===== src/rtl/smart_cargo_pkg.sv =====
// Shared definitions for the elevator status link: FSM encoding, frame constants
// and the packing of the status byte.
package smart_cargo_pkg;

  typedef enum logic [3:0] {
    OCIOSO    = 4'd0,
    CAPTURA   = 4'd1,
    START     = 4'd2,
    DADOS     = 4'd3,
    STOP      = 4'd4,
    PROX_BYTE = 4'd5,
    FIM       = 4'd6
  } estado_t;

  localparam logic [7:0] SYNC      = 8'hA5;
  localparam int         FRAME_LEN = 3;

  function automatic logic [7:0] monta_status(input logic       eh_origem,
                                              input logic       tem_destino,
                                              input logic       sobe,
                                              input logic [1:0] prox,
                                              input logic [1:0] andar);
    return {1'b0, eh_origem, tem_destino, sobe, prox, andar};
  endfunction

endpackage


===== src/rtl/contador_m.sv =====
// Modulo-M counter with synchronous clear; fim_o is high on the last count
// value so a caller can step once every M enabled cycles.
module contador_m #(
  parameter int M = 8,
  parameter int N = (M > 1) ? $clog2(M) : 1
) (
  input  logic clock_i,
  input  logic zera_i,
  input  logic conta_i,
  output logic fim_o
);

  logic [N-1:0] q_q, q_d;

  always_comb begin
    q_d = q_q;
    if (zera_i) begin
      q_d = '0;
    end else if (conta_i) begin
      q_d = (q_q == N'(M - 1)) ? '0 : q_q + 1'b1;
    end
  end

  always_ff @(posedge clock_i) begin
    q_q <= q_d;
  end

  assign fim_o = (q_q == N'(M - 1));

endmodule


===== src/rtl/transmissor_status.sv =====
// Sends a 3-byte 8N1 status frame (sync, status, xor check) whenever the floor or
// destination changes, on envia, or once after reset; TX is registered, 1-cycle gap between bytes.
module transmissor_status
  import smart_cargo_pkg::*;
#(
  parameter int CLOCK_FREQ = 50000000,
  parameter int BAUD_RATE  = 115200
) (
  input  logic       clock,
  input  logic       reset,
  input  logic [1:0] andar_atual,
  input  logic [1:0] prox_parada,
  input  logic       sobe,
  input  logic       tem_destino,
  input  logic       eh_origem,
  input  logic       envia,
  output logic       TX,
  output logic       ocupado,
  output logic       pronto,
  output logic [3:0] db_estado
);

  localparam int DIV_RAW = CLOCK_FREQ / BAUD_RATE;
  localparam int DIV     = (DIV_RAW < 2) ? 2 : DIV_RAW;

  estado_t    estado_q, estado_d;
  logic       tx_q, tx_d;
  logic [2:0] bit_q, bit_d;
  logic [1:0] byte_q, byte_d;
  logic [7:0] status_q, status_d;
  logic [1:0] ult_andar_q, ult_andar_d;
  logic [1:0] ult_prox_q, ult_prox_d;
  logic       pendente_q, pendente_d;

  logic       contando, zera_baud, fim_baud, mudou, gatilho;
  logic [7:0] byte_atual;

  assign contando  = estado_q inside {START, DADOS, STOP};
  assign zera_baud = !reset || !contando;

  contador_m #(.M(DIV)) u_baud (
    .clock_i (clock),
    .zera_i  (zera_baud),
    .conta_i (contando),
    .fim_o   (fim_baud)
  );

  assign mudou   = (andar_atual != ult_andar_q) || (prox_parada != ult_prox_q);
  assign gatilho = mudou || envia || pendente_q;

  always_comb begin
    case (byte_q)
      2'd0:    byte_atual = SYNC;
      2'd1:    byte_atual = status_q;
      default: byte_atual = SYNC ^ status_q;
    endcase
  end

  always_comb begin
    estado_d    = estado_q;
    bit_d       = bit_q;
    byte_d      = byte_q;
    status_d    = status_q;
    ult_andar_d = ult_andar_q;
    ult_prox_d  = ult_prox_q;
    pendente_d  = pendente_q;
    tx_d        = 1'b1;

    // Requests seen at CAPTURA are already part of the snapshot being taken.
    if (estado_q != OCIOSO && estado_q != CAPTURA && (mudou || envia)) begin
      pendente_d = 1'b1;
    end

    case (estado_q)
      OCIOSO: begin
        if (gatilho) estado_d = CAPTURA;
      end
      CAPTURA: begin
        status_d    = monta_status(eh_origem, tem_destino, sobe, prox_parada, andar_atual);
        ult_andar_d = andar_atual;
        ult_prox_d  = prox_parada;
        pendente_d  = 1'b0;
        byte_d      = 2'd0;
        bit_d       = 3'd0;
        estado_d    = START;
      end
      START: begin
        if (fim_baud) begin
          estado_d = DADOS;
          bit_d    = 3'd0;
        end
      end
      DADOS: begin
        if (fim_baud) begin
          if (bit_q == 3'd7) estado_d = STOP;
          else               bit_d    = bit_q + 3'd1;
        end
      end
      STOP: begin
        if (fim_baud) estado_d = (byte_q == 2'(FRAME_LEN - 1)) ? FIM : PROX_BYTE;
      end
      PROX_BYTE: begin
        byte_d   = byte_q + 2'd1;
        estado_d = START;
      end
      FIM:     estado_d = OCIOSO;
      default: estado_d = OCIOSO;
    endcase

    // TX follows the next state so the line level lines up with estado_q.
    case (estado_d)
      START:   tx_d = 1'b0;
      DADOS:   tx_d = byte_atual[bit_d];
      default: tx_d = 1'b1;
    endcase
  end

  always_ff @(posedge clock) begin
    if (!reset) begin
      estado_q    <= OCIOSO;
      tx_q        <= 1'b1;
      bit_q       <= 3'd0;
      byte_q      <= 2'd0;
      status_q    <= 8'h00;
      ult_andar_q <= 2'd0;
      ult_prox_q  <= 2'd0;
      pendente_q  <= 1'b1;
    end else begin
      estado_q    <= estado_d;
      tx_q        <= tx_d;
      bit_q       <= bit_d;
      byte_q      <= byte_d;
      status_q    <= status_d;
      ult_andar_q <= ult_andar_d;
      ult_prox_q  <= ult_prox_d;
      pendente_q  <= pendente_d;
    end
  end

  assign TX        = tx_q;
  assign ocupado   = (estado_q != OCIOSO);
  assign pronto    = (estado_q == FIM);
  assign db_estado = estado_q;

endmodule


===== config.mk =====
export PLATFORM = sky130hd
export DESIGN_NAME = transmissor_status
export DESIGN_NICKNAME = d
export VERILOG_FILES = /design/src/rtl/smart_cargo_pkg.sv /design/src/rtl/contador_m.sv /design/src/rtl/transmissor_status.sv
export SDC_FILE = /design/constraint.sdc
export NUM_CORES = 1
export LEC_CHECK = 0
export ABC_AREA = 1
export ABC_CLOCK_PERIOD_IN_PS = 4200
export BUFFER_PORTS_ARGS = -buffer_cell sky130_fd_sc_hd__buf_4
export CORE_ASPECT_RATIO = 0.8
export CORE_MARGIN = 2
export CORE_UTILIZATION = 35
export DETAILED_ROUTE_END_ITERATION = 16
export PLACE_DENSITY = 0.58
export REMOVE_ABC_BUFFERS = 1
export SKIP_CTS_REPAIR_TIMING = 1
export SLEW_MARGIN = 40
export SYNTH_ARGS = -nofsm -noshare
export SYNTH_HDL_FRONTEND = slang
export SYNTH_HIERARCHICAL = 1
export SYNTH_SLANG_ARGS = --single-unit

===== constraint.sdc =====
create_clock -name clock -period 4.2 [get_ports clock]
set_input_delay 0.84 -clock clock [delete_from_list [all_inputs] [get_ports clock]]
set_output_delay 0.84 -clock clock [all_outputs]
set_load 0.02 [all_outputs]

==> summary.txt, run 1 <==
Critical path
  • Setup Crit Path Kind: reg2reg
  • Crit path max-delay cell type: nor4_2
  • Buf/Inv on CP: 1
  • Setup crit end kind: flip-flop
  • Worst Setup Start Kind: flip-flop
  • CP delay by family, top: simple AND/OR/NAND/NOR gates
  • Crit-path max FO: 7
  • CP max stage delay: 0.45 ns
  • R2R setup slack: 2.09 ns
  • Worst-path cell chain: ha_1 -> nand2_1 -> nor4_2 -> inv_2 -> nand3_1 -> nand2_2 -> nand2_4 -> nand2_4 -> nand2_1 -> nand2_1 -> nand2_1 -> nand3b_1 -> nand3_1 -> nand2_1
  • Worst EP required: 4.37 ns
  • Worst Path Arrival: 2.28 ns
  • Critical path's most frequent cell: nand2_1

Synthesis
  • Ys async rst share: 0
  • Post-synth EDFFs: 0
  • Yosys warnings: 6
  • Top area cells in the synthesized netlist: dfxtp_1 (34%), nand2_1 (11%), nor2_1 (8.6%)
  • Synth top area share: 0.336
  • Sequential element share of the synthesized area: 0.336
  • Post-Syn Instances: 240
  • FF+latch count, synth: 27
  • Primary FF master, synth: dfxtp_1
  • Post-Syn Area: 1610 um^2
  • Mapped Avg Cell Area: 6.70 um^2
  • Biggest area consumer among synthesized cells: dfxtp_1
  • Unique cell type count in the Yosys netlist: 31

STA
  • Unrepaired setup endpoints after global routing: false
  • Setup TNS: 0 ns
  • Min Clock Period, post-route: 2.11 ns
  • Count of final setup violators: 0
  • Worst slew margin: 0.597
  • Clock skew: 0.00334 ns
  • Final Cycle Share: 0.502
  • Endpoints failing hold: 0
  • Fmax: 475 MHz
  • Worst Tran Pin Value: 0.599 ns
  • Max Slew Vio Count: 0

Routing
  • Routed len/inst: 10.7 um
  • # DRC: 0
  • DR vias: 1474
  • Final ANT Viol Nets: 0
  • Routed vias/inst: 4.62
  • 1st-iter DRT viols: 127
  • DRT Wirelength: 3410 um
  • Pre-antenna DRT Iters: 4

Finish
  • Final-stage net count: 276
  • Commonest non-fill, non-tap cells in the layout: nand2_1 (48), nor2_1 (37), inv_1 (31)
  • # fillers: 476
  • Non-filler cells, final: 319
  • Layout area overhead: 15.2%
  • Commonest non-fill, non-tap cell in the layout: nand2_1
  • Share of post-route cells with drive strength above 1: 0.166
  • Diode count: 0
  • Final core utilization: 0.410

Place
  • Placed cell count: 315
  • HPWL after DPL: 2720 um
  • Final GP Congestion: 0.852
  • I/O Buffers: 16

Clock network
  • Clock root buffer master: clkbuf_8
  • Bufs on Longest Clock Path: 2
  • Worst-Skew Late Latency: 0.27 ns
  • CTS clk-pin slew, worst paths: 0.10 ns
  • CTS sink count: 27
  • Num CTS Buffers: 3
  • H-tree Lvls: 1
  • CTS tree: done

Worst hold path
  • Hold crit path type: reg2reg

Floorplan
  • IO Count: 17
  • Die height: 64.6 um
  • Initial Util: 0.356
  • Die Width: 79.8 um
  • Row count: 22
  • Core area: 4510 um^2
  • Full die area: 5160 um^2

Global routing
  • Gr busiest metal: met1
  • Vias in the first global route: 1357
  • M1 GR Usage: 0.231
  • Grt total ovfl: 0
  • Antenna violations before repair: 0
  • Met3 usage: 0.0292
  • First-pass GRT wire length: 6140 um
  • Global Route Usage Sum: 0.149
  • Largest net degree at the start of global routing: 16
  • Met2 Track Usage GR: 0.213

Pwr
  • Pleak: 0.756 nW
  • P per Cell Area: 249 nW/um^2
  • PnR Total Power: 0.000460 W
  • Worst IR Drop VDD: 136 uV

Flow run
  • Max Cap Violations: 0

Status
  • Status: completed
stage by stage:
stage,instance area [um^2],hold slack [ns],setup WS [ns]
6_report,1850,0.493,2.09
5_1_grt,1850,0.550,1.78
4_1_cts,1850,0.498,2.07
3_5_place_dp,1810,0.484,2.08
3_3_place_gp,1800,0.476,1.88
2_1_floorplan,1600,0.456,2.10
layer usage:
layer,vias to the layer above,routed length [um]
li1,801,-
met1,639,1880
met2,30,1350
met3,4,156
met4,0,25
met5,-,0
cell type report:
type / instances / area, um^2 / share of cell area
clock inverter: 1 / 5.00 / 0.00270
multi-input combinational: 177 / 935 / 0.505
sequential: 27 / 541 / 0.292
inverter: 34 / 128 / 0.0689
tap: 60 / 75.1 / 0.0405
clock buffer: 3 / 41.3 / 0.0223
timing repair buffer: 17 / 128 / 0.0689
synthesized netlist by cell type, types with 3 or more instances:
cell,number
a21oi_1,16
nor2_1,37
inv_1,31
o21ai_0,16
ha_1,6
nand3_1,20
nand2_4,3
nand2_2,6
dfxtp_1,27
nand4_1,3
nand2_1,48
nor2_4,3
worst reg2reg max path, stage by stage (launching register included):
cell      delay, ns
dfxtp_1        0.44
ha_1           0.18
nand2_1        0.08
nor4_2         0.45
inv_2          0.13
nand3_1        0.13
nand2_2        0.09
nand2_4        0.10
nand2_4        0.06
nand2_1        0.05
nand2_1        0.05
nand2_1        0.05
nand3b_1       0.08
nand3_1        0.07
nand2_1        0.06
report_power, final:
| part | internal [W] | switching (W) |
|---|---|---|
| Clock | 0.0000666 | 0.0000843 |
| Combinational | 0.0000177 | 0.0000253 |
| Sequential | 0.000262 | 0.00000476 |
worst paths after layout:
path / startpoint / to / cells past startpoint
setup / recovery: u_baud/q_q[0] / TX / 14
hold / removal: byte_q[1] / byte_q[1] / 2
setup reg to reg: u_baud/q_q[0] / TX / 14
hold reg to reg: byte_q[1] / byte_q[1] / 2
flip-flops by register name, indices dropped and copies added, names as in the netlist:
name and count:
u_baud/q_q 9, status_q 5, db_estado 4, bit_q 3, byte_q 2, TX 1, pendente_q 1, ult_andar_q 1
ult_prox_q 1
logic make-up (layout without fill, tap and decap cells):
group,after synthesis,after routing,share of synthesized area
flops,27,27,0.336
other cells,1,1,0.00233
fa+ha+maj,6,6,0.0467
simple gates,130,130,0.389
buf+inv,36,55,0.0864
compound gates,37,37,0.123
xor+xnor,3,3,0.0163
(Power assumes the default switching activity.)
==> run 2: changes to the inputs <==
ABC_AREA = 0   (was 1)
ABC_CLOCK_PERIOD_IN_PS = 2100   (was 4200)
clock period = 2.1 ns   (was 4.2 ns; I/O delays follow)
==> run 2 against run 1 <==
  * The flow now finishes with violations (setup timing)
  * Synthesized area is 3.5% lower
  * Critical path depth is 2 lower
  * Wire length is 1.1% lower
  * Global-route usage is 0.25 points lower
  * Largest cell class unchanged
  * Largest power group unchanged
==> summary.txt, run 2 <==
Status
  • Status: finished, violations left
  • Failing checks: setup timing

Finish
  • Commonest non-fill, non-tap cell in the layout: buf_4
  • Max reg flops: 9
  • Diode count: 0
  • Layout area overhead: 25.4%
  • Final non-filler cell area: 1950 um^2
  • Commonest non-fill, non-tap cells in the layout: buf_4 (42), dfxtp_1 (27), o21ai_0 (17)
  • Final-stage net count: 239
  • Biggest register: u_baud/q_q
  • Share of post-route cells with drive strength above 1: 0.248
  • Non-filler cells, final: 279

Synthesis
  • Sequential element share of the synthesized area: 0.348
  • Yosys warnings: 6
  • Top cells by count, synth: dfxtp_1 (27), o21ai_0 (17), nand2_1 (14)
  • Top area cells in the synthesized netlist: dfxtp_1 (35%), o21ai_0 (5.5%), ha_1 (4.8%)
  • Ys async rst share: 0
  • Synth top area share: 0.348
  • Post-synth EDFFs: 0
  • Post-Syn Area: 1550 um^2
  • Unique cell type count in the Yosys netlist: 42
  • Biggest area consumer among synthesized cells: dfxtp_1
  • Count leader, synth: dfxtp_1
  • Mapped Avg Cell Area: 8.39 um^2
  • FF+latch count, synth: 27
  • Post-Syn Instances: 185
  • Primary FF master, synth: dfxtp_1

Pwr
  • Switch Pwr: 0.000207 W
  • Sw frac: 0.232
  • Logic pwr share: 0.089
  • Worst IR Drop VDD: 270 uV
  • Internal: 0.000688 W
  • Sequential power share: 0.584
  • P per Cell Area: 460 nW/um^2
  • Clk pwr share: 0.328
  • Pleak: 0.700 nW

Global routing
  • Global Route Usage Sum: 0.146
  • Largest net degree at the start of global routing: 16
  • Vias in the first global route: 1241
  • Grt total ovfl: 0
  • Antenna violations before repair: 0
  • First-pass GRT wire length: 5810 um

Flow run
  • Max Cap Violations: 0

Clock network
  • CTS tree: done
  • Num CTS Buffers: 3
  • CTS clk-pin slew, worst paths: 0.09 ns
  • Worst-Skew Late Latency: 0.27 ns
  • Bufs on Longest Clock Path: 2
  • CTS sink count: 27
  • Clock root buffer master: clkbuf_8
  • H-tree Lvls: 1

Place
  • Final GP Congestion: 0.829
  • Placed cell count: 275
  • HPWL after DPL: 2560 um
  • I/O Buffers: 16
  • Cell Area, Placed: 1890 um^2

Floorplan
  • Initial Util: 0.367
  • Die Width: 78.4 um
  • Row count: 21
  • Core area: 4230 um^2
  • Die height: 63.6 um
  • IO Count: 17
  • Full die area: 4980 um^2

STA
  • Hold slack: 0.405 ns
  • Final Cycle Share: 1.01
  • Fmax: 471 MHz
  • Count of final setup violators: 1
  • Max Slew Vio Count: 0
  • Final WS setup: -0.0217 ns
  • Endpoints failing hold: 0
  • Clock skew: 0.00455 ns
  • Unrepaired setup endpoints after global routing: true
  • Min Clock Period, post-route: 2.12 ns
  • Setup TNS: -0.0217 ns

Critical path
  • Worst-path cell chain: inv_1 -> ha_1 -> nand4b_1 -> nor3_2 -> nand2_1 -> or4_4 -> nand2_4 -> buf_4 -> mux2i_1 -> o21ai_0 -> o2111ai_1 -> nand3_1
  • R2R Path Start: u_baud/q_q[1]
  • Setup Crit Path Kind: reg2reg
  • Worst Setup Start Kind: flip-flop
  • Reg2Reg Depth: 12
  • Crit path max-delay cell type: or4_4
  • Worst Path Arrival: 2.28 ns
  • Buf/Inv on CP: 2
  • CP delay by family, top: simple AND/OR/NAND/NOR gates
  • R2r endpoint: TX
  • Worst EP required: 2.26 ns
  • Crit-path max FO: 6
  • R2R setup slack: -0.02 ns
  • CP max stage delay: 0.43 ns
  • Setup crit end kind: flip-flop

Routing
  • DRT Wirelength: 3370 um
  • Pre-antenna DRT Iters: 4
  • Routed len/inst: 12.1 um
  • # DRC: 0
  • 1st-iter DRT viols: 73
  • Final ANT Viol Nets: 0
  • DR vias: 1383
  • Routed vias/inst: 4.96

Worst hold path
  • Hold crit path type: in2reg
  • Hold path depth: 3
  • Hold path start: eh_origem
  • Hold path endpoint: status_q[6]
## run 2: cell types whose count changed in the layout (fill, tap and decap cells not counted), moves of 7 or more
cell and change:
a21oi_1 -8, buf_4 +25, inv_1 -23, nor2_1 -25, nor2b_1 +8, nand3_1 -15, nand2_1 -34, mux2i_1 +7
nand2b_1 +7
## run 2: layer usage
metal / track usage / up-vias / routed length, um
li1: - / 723 / -
met1: 0.229 / 642 / 1920
met2: 0.200 / 16 / 1340
met3: 0.0315 / 2 / 86
met4: 0.0329 / 0 / 20
met5: 0 / - / 0
## run 2: power by group through the flow
stage	Combinational, W	Sequential [W]	Clock [W]
after floorplan	0.0000320	0.000539	0
after global placement	0.0000792	0.000534	0
after detailed placement	0.0000791	0.000534	0
after CTS	0.0000793	0.000522	0.000311
after global routing	0.0000879	0.000524	0.000331
final	0.0000793	0.000522	0.000293
## run 2: cell families after synthesis
kind of cell               after synthesis  synth area share
adders and majority gates                6            0.0484
buffers and inverters                   17            0.0516
muxes                                    7            0.0452
xor gates and xnor gates                 6            0.0339
and+or+nand+nor                         78             0.278
other                                    1           0.00242
AOI/OAI and AO/OA                       43             0.192
DFF                                     27             0.348
## run 2: metrics by stage
step	power (W)	setup WS, ns	utilization
floorplan	0.000571	-0.361	-
CTS	0.000913	-0.0548	0.457
detailed placement	0.000613	-0.0413	0.446
finish	0.000895	-0.0217	0.460
global route	0.000943	-0.291	0.460
global placement	0.000614	-0.0210	0.446
## run 2: layout make-up
type	count	area, um^2
inverters	8	30.0
clock buffers	3	41.3
well taps	57	71.3
repair buffers	42	315
clock inverters	1	5.00
multi-input cells	141	942
fillers	399	2280
flip-flops and latches	27	541
## run 2: how the worst max path moves through the flow
stage | endpoint | startpoint | cells past startpoint
after floorplan | TX | u_baud/q_q[0] | 10
after global placement | TX | u_baud/q_q[1] | 12
after detailed placement | TX | u_baud/q_q[1] | 12
after CTS | TX | u_baud/q_q[1] | 12
after global routing | TX | u_baud/q_q[1] | 11
final | TX | u_baud/q_q[1] | 12
## run 2: worst reg2reg max path, cell delays in order, from the launching register on
cell,delay [ns]
dfxtp_1,0.32
inv_1,0.05
ha_1,0.13
nand4b_1,0.13
nor3_2,0.16
nand2_1,0.08
or4_4,0.43
nand2_4,0.12
buf_4,0.12
mux2i_1,0.16
o21ai_0,0.10
o2111ai_1,0.11
nand3_1,0.10
